--- src/rtl/pool_job_sched.sv ---
// Round-robin job scheduler that shares one pool2d_unit between NUM_REQ requesters.
// It validates each job descriptor, runs the job under a watchdog and returns a completion record.
module pool_job_sched #(
    parameter int unsigned NUM_REQ     = 2,
    parameter int unsigned BUS_W       = 128,
    parameter int unsigned LINE_BEATS  = 256,
    parameter int unsigned TIMEOUT_CYC = 65535
) (
    input  logic                   clk_i,
    input  logic                   rst_i,
    input  logic [NUM_REQ-1:0]     req_valid_i,
    output logic [NUM_REQ-1:0]     req_ready_o,
    input  logic [NUM_REQ*73-1:0]  req_desc_i,
    output logic                   cpl_valid_o,
    input  logic                   cpl_ready_i,
    output logic [2:0]             cpl_id_o,
    output logic [1:0]             cpl_status_o,
    output logic [7:0]             pool_cfg_elem_bits_o,
    output logic                   pool_cfg_pool_kind_o,
    output logic [7:0]             pool_cfg_ksize_o,
    output logic [7:0]             pool_cfg_stride_o,
    output logic [15:0]            pool_cfg_h_in_o,
    output logic [15:0]            pool_cfg_w_in_o,
    output logic [15:0]            pool_cfg_c_o,
    output logic                   pool_start_o,
    input  logic                   pool_busy_i,
    input  logic                   pool_done_i,
    output logic                   sched_busy_o,
    output logic [7:0]             timeout_cnt_o
);

    localparam int unsigned DescW = 73;
    localparam int unsigned WdW   = $clog2(TIMEOUT_CYC + 1);
    localparam logic [37:0] LineCap = 38'(LINE_BEATS * BUS_W);

    localparam logic [1:0] StatOk      = 2'd0;
    localparam logic [1:0] StatCfgErr  = 2'd1;
    localparam logic [1:0] StatTimeout = 2'd2;

    typedef enum logic [2:0] {StIdle, StCheck, StStart, StRun, StCpl} state_e;

    state_e           state_q, state_d;
    logic [2:0]       ptr_q, ptr_d;
    logic [2:0]       id_q, id_d;
    logic [1:0]       status_q, status_d;
    logic [DescW-1:0] cfg_q, cfg_d;
    logic [WdW-1:0]   wd_q, wd_d;
    logic [7:0]       tcnt_q, tcnt_d;

    logic [DescW-1:0] desc_arr [8];
    logic [7:0]       req_pad;
    logic [7:0]       grant_oh;
    logic [2:0]       grant_idx;
    logic [2:0]       cand;
    logic             grant_found;
    logic             grant;
    logic [37:0]      line_bits;
    logic             elem_ok;
    logic             cfg_valid;

    for (genvar i = 0; i < 8; i++) begin : g_desc
        if (i < NUM_REQ) begin : g_used
            assign desc_arr[i] = req_desc_i[i*DescW +: DescW];
        end else begin : g_unused
            assign desc_arr[i] = '0;
        end
    end

    assign req_pad = 8'(req_valid_i);

    // Round-robin search begins at ptr_q, the requester after the last grant.
    always_comb begin
        grant_found = 1'b0;
        grant_idx   = '0;
        cand        = '0;
        for (int unsigned off = 0; off < NUM_REQ; off++) begin
            cand = 3'((32'(ptr_q) + off) % NUM_REQ);
            if (!grant_found && req_pad[cand]) begin
                grant_found = 1'b1;
                grant_idx   = cand;
            end
        end
    end

    assign grant       = (state_q == StIdle) && grant_found && !pool_busy_i;
    assign grant_oh    = grant ? (8'd1 << grant_idx) : 8'd0;
    assign req_ready_o = grant_oh[NUM_REQ-1:0];

    assign pool_cfg_elem_bits_o = cfg_q[72:65];
    assign pool_cfg_pool_kind_o = cfg_q[64];
    assign pool_cfg_ksize_o     = cfg_q[63:56];
    assign pool_cfg_stride_o    = cfg_q[55:48];
    assign pool_cfg_h_in_o      = cfg_q[47:32];
    assign pool_cfg_w_in_o      = cfg_q[31:16];
    assign pool_cfg_c_o         = cfg_q[15:0];

    // ceil(bits/BUS_W) <= LINE_BEATS is equivalent to bits <= LINE_BEATS*BUS_W.
    assign line_bits = 38'(pool_cfg_w_in_o) * 38'(pool_cfg_c_o) * 38'(pool_cfg_elem_bits_o[5:0]);
    assign elem_ok   = pool_cfg_elem_bits_o inside {8'd2, 8'd4, 8'd8, 8'd16, 8'd32};
    assign cfg_valid = elem_ok && (pool_cfg_ksize_o == 8'd2) && (pool_cfg_stride_o == 8'd2) &&
                       (pool_cfg_h_in_o >= 16'd2) && (pool_cfg_w_in_o >= 16'd2) &&
                       (pool_cfg_c_o != 16'd0) && (line_bits <= LineCap);

    always_comb begin
        state_d  = state_q;
        ptr_d    = ptr_q;
        id_d     = id_q;
        status_d = status_q;
        cfg_d    = cfg_q;
        wd_d     = wd_q;
        tcnt_d   = tcnt_q;
        unique case (state_q)
            StIdle: begin
                if (grant) begin
                    cfg_d   = desc_arr[grant_idx];
                    id_d    = grant_idx;
                    ptr_d   = 3'((32'(grant_idx) + 1) % NUM_REQ);
                    state_d = StCheck;
                end
            end
            StCheck: begin
                if (cfg_valid) begin
                    state_d = StStart;
                end else begin
                    status_d = StatCfgErr;
                    state_d  = StCpl;
                end
            end
            StStart: begin
                wd_d    = '0;
                state_d = StRun;
            end
            StRun: begin
                wd_d = wd_q + WdW'(1);
                if (pool_done_i) begin
                    status_d = StatOk;
                    state_d  = StCpl;
                end else if (32'(wd_q) + 1 >= TIMEOUT_CYC) begin
                    status_d = StatTimeout;
                    state_d  = StCpl;
                    if (tcnt_q != 8'hff) begin
                        tcnt_d = tcnt_q + 8'd1;
                    end
                end
            end
            StCpl: begin
                if (cpl_ready_i) begin
                    state_d = StIdle;
                end
            end
            default: state_d = StIdle;
        endcase
    end

    always_ff @(posedge clk_i or posedge rst_i) begin
        if (rst_i) begin
            state_q  <= StIdle;
            ptr_q    <= '0;
            id_q     <= '0;
            status_q <= '0;
            cfg_q    <= '0;
            wd_q     <= '0;
            tcnt_q   <= '0;
        end else begin
            state_q  <= state_d;
            ptr_q    <= ptr_d;
            id_q     <= id_d;
            status_q <= status_d;
            cfg_q    <= cfg_d;
            wd_q     <= wd_d;
            tcnt_q   <= tcnt_d;
        end
    end

    assign cpl_valid_o   = (state_q == StCpl);
    assign cpl_id_o      = id_q;
    assign cpl_status_o  = status_q;
    assign pool_start_o  = (state_q == StStart);
    assign sched_busy_o  = (state_q != StIdle);
    assign timeout_cnt_o = tcnt_q;

endmodule

--- config.mk ---
export PLATFORM = sky130hd
export DESIGN_NAME = pool_job_sched
export DESIGN_NICKNAME = d
export VERILOG_FILES = /design/src/rtl/pool_job_sched.sv
export SDC_FILE = /design/constraint.sdc
export NUM_CORES = 1
export LEC_CHECK = 0
export CAP_MARGIN = 10
export CORE_MARGIN = 2
export CORE_UTILIZATION = 40
export DETAILED_ROUTE_END_ITERATION = 10
export GPL_ROUTABILITY_DRIVEN = 1
export GPL_TIMING_DRIVEN = 0
export HOLD_SLACK_MARGIN = 0.08
export PLACE_DENSITY_LB_ADDON = 0.25
export SLEW_MARGIN = 20
export SYNTH_ARGS = -nofsm -noshare
export SYNTH_HDL_FRONTEND = slang
export SYNTH_SLANG_ARGS = --single-unit
--- constraint.sdc ---
create_clock -name clk_i -period 26.6 [get_ports clk_i]
set_clock_uncertainty 0.05 [all_clocks]
set_input_delay 5.32 -clock clk_i [delete_from_list [all_inputs] [get_ports clk_i]]
set_output_delay 5.32 -clock clk_i [all_outputs]
set_load 0.02 [all_outputs]
Yosys cells after proc, flatten, opt, wreduce, memory -nomap -nowiden
Cells that the tools add are included.

Flip-flop bits (word level): 106. Bits in latches: 0. Bits in writable memories: 0. Bits in read-only memories: 0. Memories: 0.

Add/subtract/negate cells: 5. Multipliers: 2. Divide/modulo/power cells: 0. Magnitude comparators: 7. Eq/ne operators: 16. Shifts and indexed selects: 1. Muxes and demuxes: 23. Bitwise operators: 2. Reductions and logical operators: 21.

Operators with widths (number): $bmux 73 s3 (1); $mux 73 (2); $le 38x16->1 const B (1); $mul 32x6->38 (1); $ge 16x2->1 const B (2); $mul 16x16->32 (1); $pmux 16 s2 (1); $eq 8x2->1 const B (3); $add 16x1->17 const B (1); $ge 17x16->1 const B (1); $add 16x1->16 const B (1); $reduce_bool 16->1 (1); $mux 3 (5); $pmux 3 s5 (1); $logic_and 1x1->1 (9); $add 8x1->8 const B (1); $eq 8x3->1 const B (1); $eq 8x4->1 const B (1); $eq 8x5->1 const B (1); $eq 8x6->1 const B (1); $lt 1x4->1 const B (2); $mux 1 (8); $mux 2 (4); $ne 8x8->1 const B (1); 20 further kinds (26).

Longest topological paths before layout
Depth after elaboration: 10. Gate-level depth with buffers: 43. Mapped depth without buffers: 41.

Worst setup path before layout
Ideal clock, no wire load.

Path kind: input to output. Start: input req_valid_i[0]. End: output req_ready_o[0]. Arrival: 6.617 ns. Data required time: 21.230 ns. Path slack: 14.613 ns. Stages: 5. Path buffers: 2. Cell sequence: inv_1 -> o21ai_1 -> buf_1 -> buf_1 -> and2_1.

Cells in the longest elaborated chain, start to end: 9.

Ends and longest elaborated chain: start: declaration (line 11) `input logic [NUM_REQ-1:0] req_valid_i,`; $mux 1 (not written as such) (2 in series) (line 78) `if (!grant_found && req_pad[cand]) begin`; $mux 1 (line 78); $logic_not 1->1 (line 78); $logic_and 1x1->1 (line 78); $mux 1 (line 78); $logic_and 1x1->1 (2 in series) (line 85) `assign grant = (state_q == StIdle) && grant_found && !pool_busy_i;`; $mux 2 (*) (line 86) `assign grant_oh = grant ? (8'd1 << grant_idx) : 8'd0;`; end: declaration (line 12) `output logic [NUM_REQ-1:0] req_ready_o,`.

Mark *: on every way between the ends. The rest lies on a longest branch, timed or not. The select of a mux whose other input is x is not followed.

Final worst setup path
Ends and elaborated chain as after synthesis.

==> impl_metrics.py <==
metrics = {
    "run_status": {
        "status": "finished, final reports clean",
    },
    "synth": {
        "synthMuxAreaShare_pct": 3.923,
        "syn_inst": 2401,
        "synth-seq-area-share_pct": 12.57,
        "ys_ff_latch": 104,
        "avgSynthCellArea_um2": 8.621,
        "synth_fa_ha_area_share_pct": 39.71,
        "synth-compound-area-share_pct": 10.51,
        "async_flop_share_pct": 100.0,
        "synth_edf_count": 0,
        "yosysWarnings": 0,
        "synth-main-ff-cell": "dfrtp_1",
        "synth_simple_gate_area_share_pct": 21.46,
        "synth_cell_types": 99,
        "synth_top_family_by_area": "adder cells",
        "yosys.area_share.xor_xnor_pct": 2.116,
        "synth_area_um2": 20700,
    },
    "floorplan": {
        "die_w_um": 231.5,
        "dieArea_um2": 53590,
        "num_rows": 83,
        "die_y_um": 231.5,
        "core-area_um2": 51200,
        "start_util_pct": 40.43,
        "pin_count": 244,
    },
    "global_route": {
        "antenna_found_initial": 4,
        "grt_overflow": 0,
        "grt_start_max_net_pins": 72,
        "grt_pass1_vias": 18380,
        "grt_pass1_wl_um": 99990,
        "grt_usage_pct": 23.90,
    },
    "clock_network": {
        "h-tree-depth": 3,
        "root_buffer": "clkbuf_16",
        "clkLatencyLatePin_ns": 0.39,
        "clockBufferDepth": 2,
        "cts_buffers": 9,
        "ctsResizeCount": 0,
        "post-cts-setup-buffers": 0,
        "hold_buffers": 0,
        "cts_num_sinks": 104,
        "clk_pin_slew_ns": 0.08,
        "cts_tree": "yes",
    },
    "timing": {
        "finalMaxSlewViolations": 0,
        "hold_ws_ns": 0.4433,
        "tns_ns": 0,
        "worstMarginPinSlew_ns": 1.017,
        "worst_slew_margin_rel_pct": 32.20,
        "fin_crit_sh_pct": 50.55,
        "hold_viol": 0,
        "fmax_ghz": 0.07438,
        "setup_viol": 0,
        "min_period_ns": 13.45,
        "rsz0062_at_grt": "false",
    },
    "layout": {
        "area_growth_pct": 17.47,
        "drive_gt1_share_pct": 3.872,
        "fin_util_pct": 47.50,
        "fin_nets": 3276,
    },
    "worst_hold_path": {
        "hold_class": "flop to flop",
    },
    "drt": {
        "remaining_drc_errors": 0,
        "ant_nets": 0,
        "routed_wl_um": 62740,
        "first_iter_violations": 1110,
        "routedWlPerCell_um": 18.77,
        "via_count": 18060,
        "dr.pass1.iters": 5,
        "vias_per_cell": 5.404,
    },
    "placed_design": {
        "io_buffers": 241,
        "hpwl_um": 52380,
        "place_congestion": 0.9328,
    },
    "worst_setup_path": {
        "slowest_delay_ns": 0.64,
        "cpMaxStageDelayCell": "buf_1",
        "path_cells": "clkdlybuf4s50_1 > inv_1 > o21ai_1 > buf_1 > buf_1 > and2_1 > clkdlybuf4s50_1",
        "crit_fanout": 10,
        "path_class": "input pin to output pin",
        "arrival_ns": 8.08,
        "required_ns": 21.23,
        "endpoint_kind": "output pin",
        "cp-start-kind": "input pin",
    },
    "job": {
        "maxCapViolCount": 0,
    },
}
[logic make-up after synthesis]
group | Yosys count
buffers and inverters | 494
other | 1
AO/OA/AOI/OAI | 343
multiplexers | 81
adder cells (fa/ha/maj) | 468
flip-flops | 104
XOR/XNOR | 50
AND/OR/NAND/NOR | 860
[metal layers]
| metal | share of wire [%] | global-route usage (%) |
|---|---|---|
| met1 | 41 | 31.93 |
| met2 | 47 | 38.70 |
| met3 | 8.8 | 5.536 |
| met4 | 2.6 | 6.734 |
| met5 | 0.019 | 0 |
[worst paths after layout]
| kind | start | to | slack (ns) | cells after the start |
|---|---|---|---|---|
| max | req_valid_i[0] | req_ready_o[0] | 13.15 | 7 |
| min | timeout_cnt_o[4]$_DFFE_PP0P_ | timeout_cnt_o[4]$_DFFE_PP0P_ | 0.44 | 1 |
| max reg2reg | cfg_q[22]$_DFFE_PP0P_ | state_q[2]$_DFFE_PP0P_ | 13.74 | 38 |
| min reg2reg | timeout_cnt_o[4]$_DFFE_PP0P_ | timeout_cnt_o[4]$_DFFE_PP0P_ | 0.44 | 1 |
| max in group asynchronous | rst_i | state_q[1]$_DFFE_PP0P_ | 20.53 | 3 |
| min in group asynchronous | rst_i | cfg_q[27]$_DFFE_PP0P_ | 5.25 | 2 |
[sequential cells by signal, summed over array words and instances, names as in the netlist]
signal	count
ptr_q	1
cfg_q	73
timeout_cnt_o	8
cpl_id_o	1
wd_q	16
cpl_status_o	2
state_q	3
[cell usage in the layout, fill, tap and decap left out, types with 17 or more instances in the layout]
master,count
inv_1,348
ha_1,153
nand3_1,34
dfrtp_1,104
nor3_1,26
and2_1,231
clkbuf_1,96
a21oi_1,132
clkdlybuf4s50_1,241
nor4_1,22
buf_2,18
nor2_1,144
o21ai_0,66
xnor2_1,34
mux2i_1,80
nand4_1,26
nand2_1,271
fa_1,315
a31oi_1,17
[through the flow]
stage,setup slack (ns),cell area (um2),cells
final,13.15,24320,3342
after global routing,12.99,24310,3340
after CTS,13.12,24310,3340
after detailed placement,13.14,24000,3324
after global placement,13.11,23970,3323
after floorplan,14.61,20700,2402
[worst max-delay path, delay by kind of cell]
family	cells	cell delay, ns
buf+inv	5	2.33
compound gates	1	0.20
simple gates	1	0.22
[synthesized netlist by cell type, drive strengths merged (10+ instances only)]
| master | number | area (um2) |
|---|---|---|
| buf | 42 | 269.0 |
| and3 | 17 | 108.9 |
| nor2b | 15 | 101.3 |
| xnor2 | 34 | 297.8 |
| o31ai | 10 | 75.07 |
| nor4 | 23 | 150.1 |
| a21o | 19 | 152.7 |
| clkbuf | 101 | 411.7 |
| mux2i | 80 | 800.8 |
| and2 | 231 | 1445 |
| a21oi | 136 | 703.2 |
| dfrtp | 104 | 2603 |
| ha | 153 | 1914 |
| nand3b | 10 | 75.07 |
| nor3 | 27 | 146.4 |
| inv | 349 | 1310 |
| nor2 | 146 | 553.0 |
| fa | 315 | 6306 |
| nand2 | 273 | 1035 |
| nand3 | 34 | 170.2 |
| o21ai | 74 | 385.4 |
| xor2 | 16 | 140.1 |
| a31oi | 19 | 140.1 |
| nand4 | 27 | 175.2 |
[layout make-up]
type	count	area [um2]
buffer	144	693.2
clock buffer	9	225.2
timing repair buffer	242	2440
clock inverter	7	86.33
multi-input combinational	1804	16100
inverter	350	1319
fill	5033	26880
sequential	104	2603
antenna	2	5.005
tap	680	850.8
Power is not shown: default switching activity piles up to over one toggle a cycle in this logic, so the estimate is an artifact.
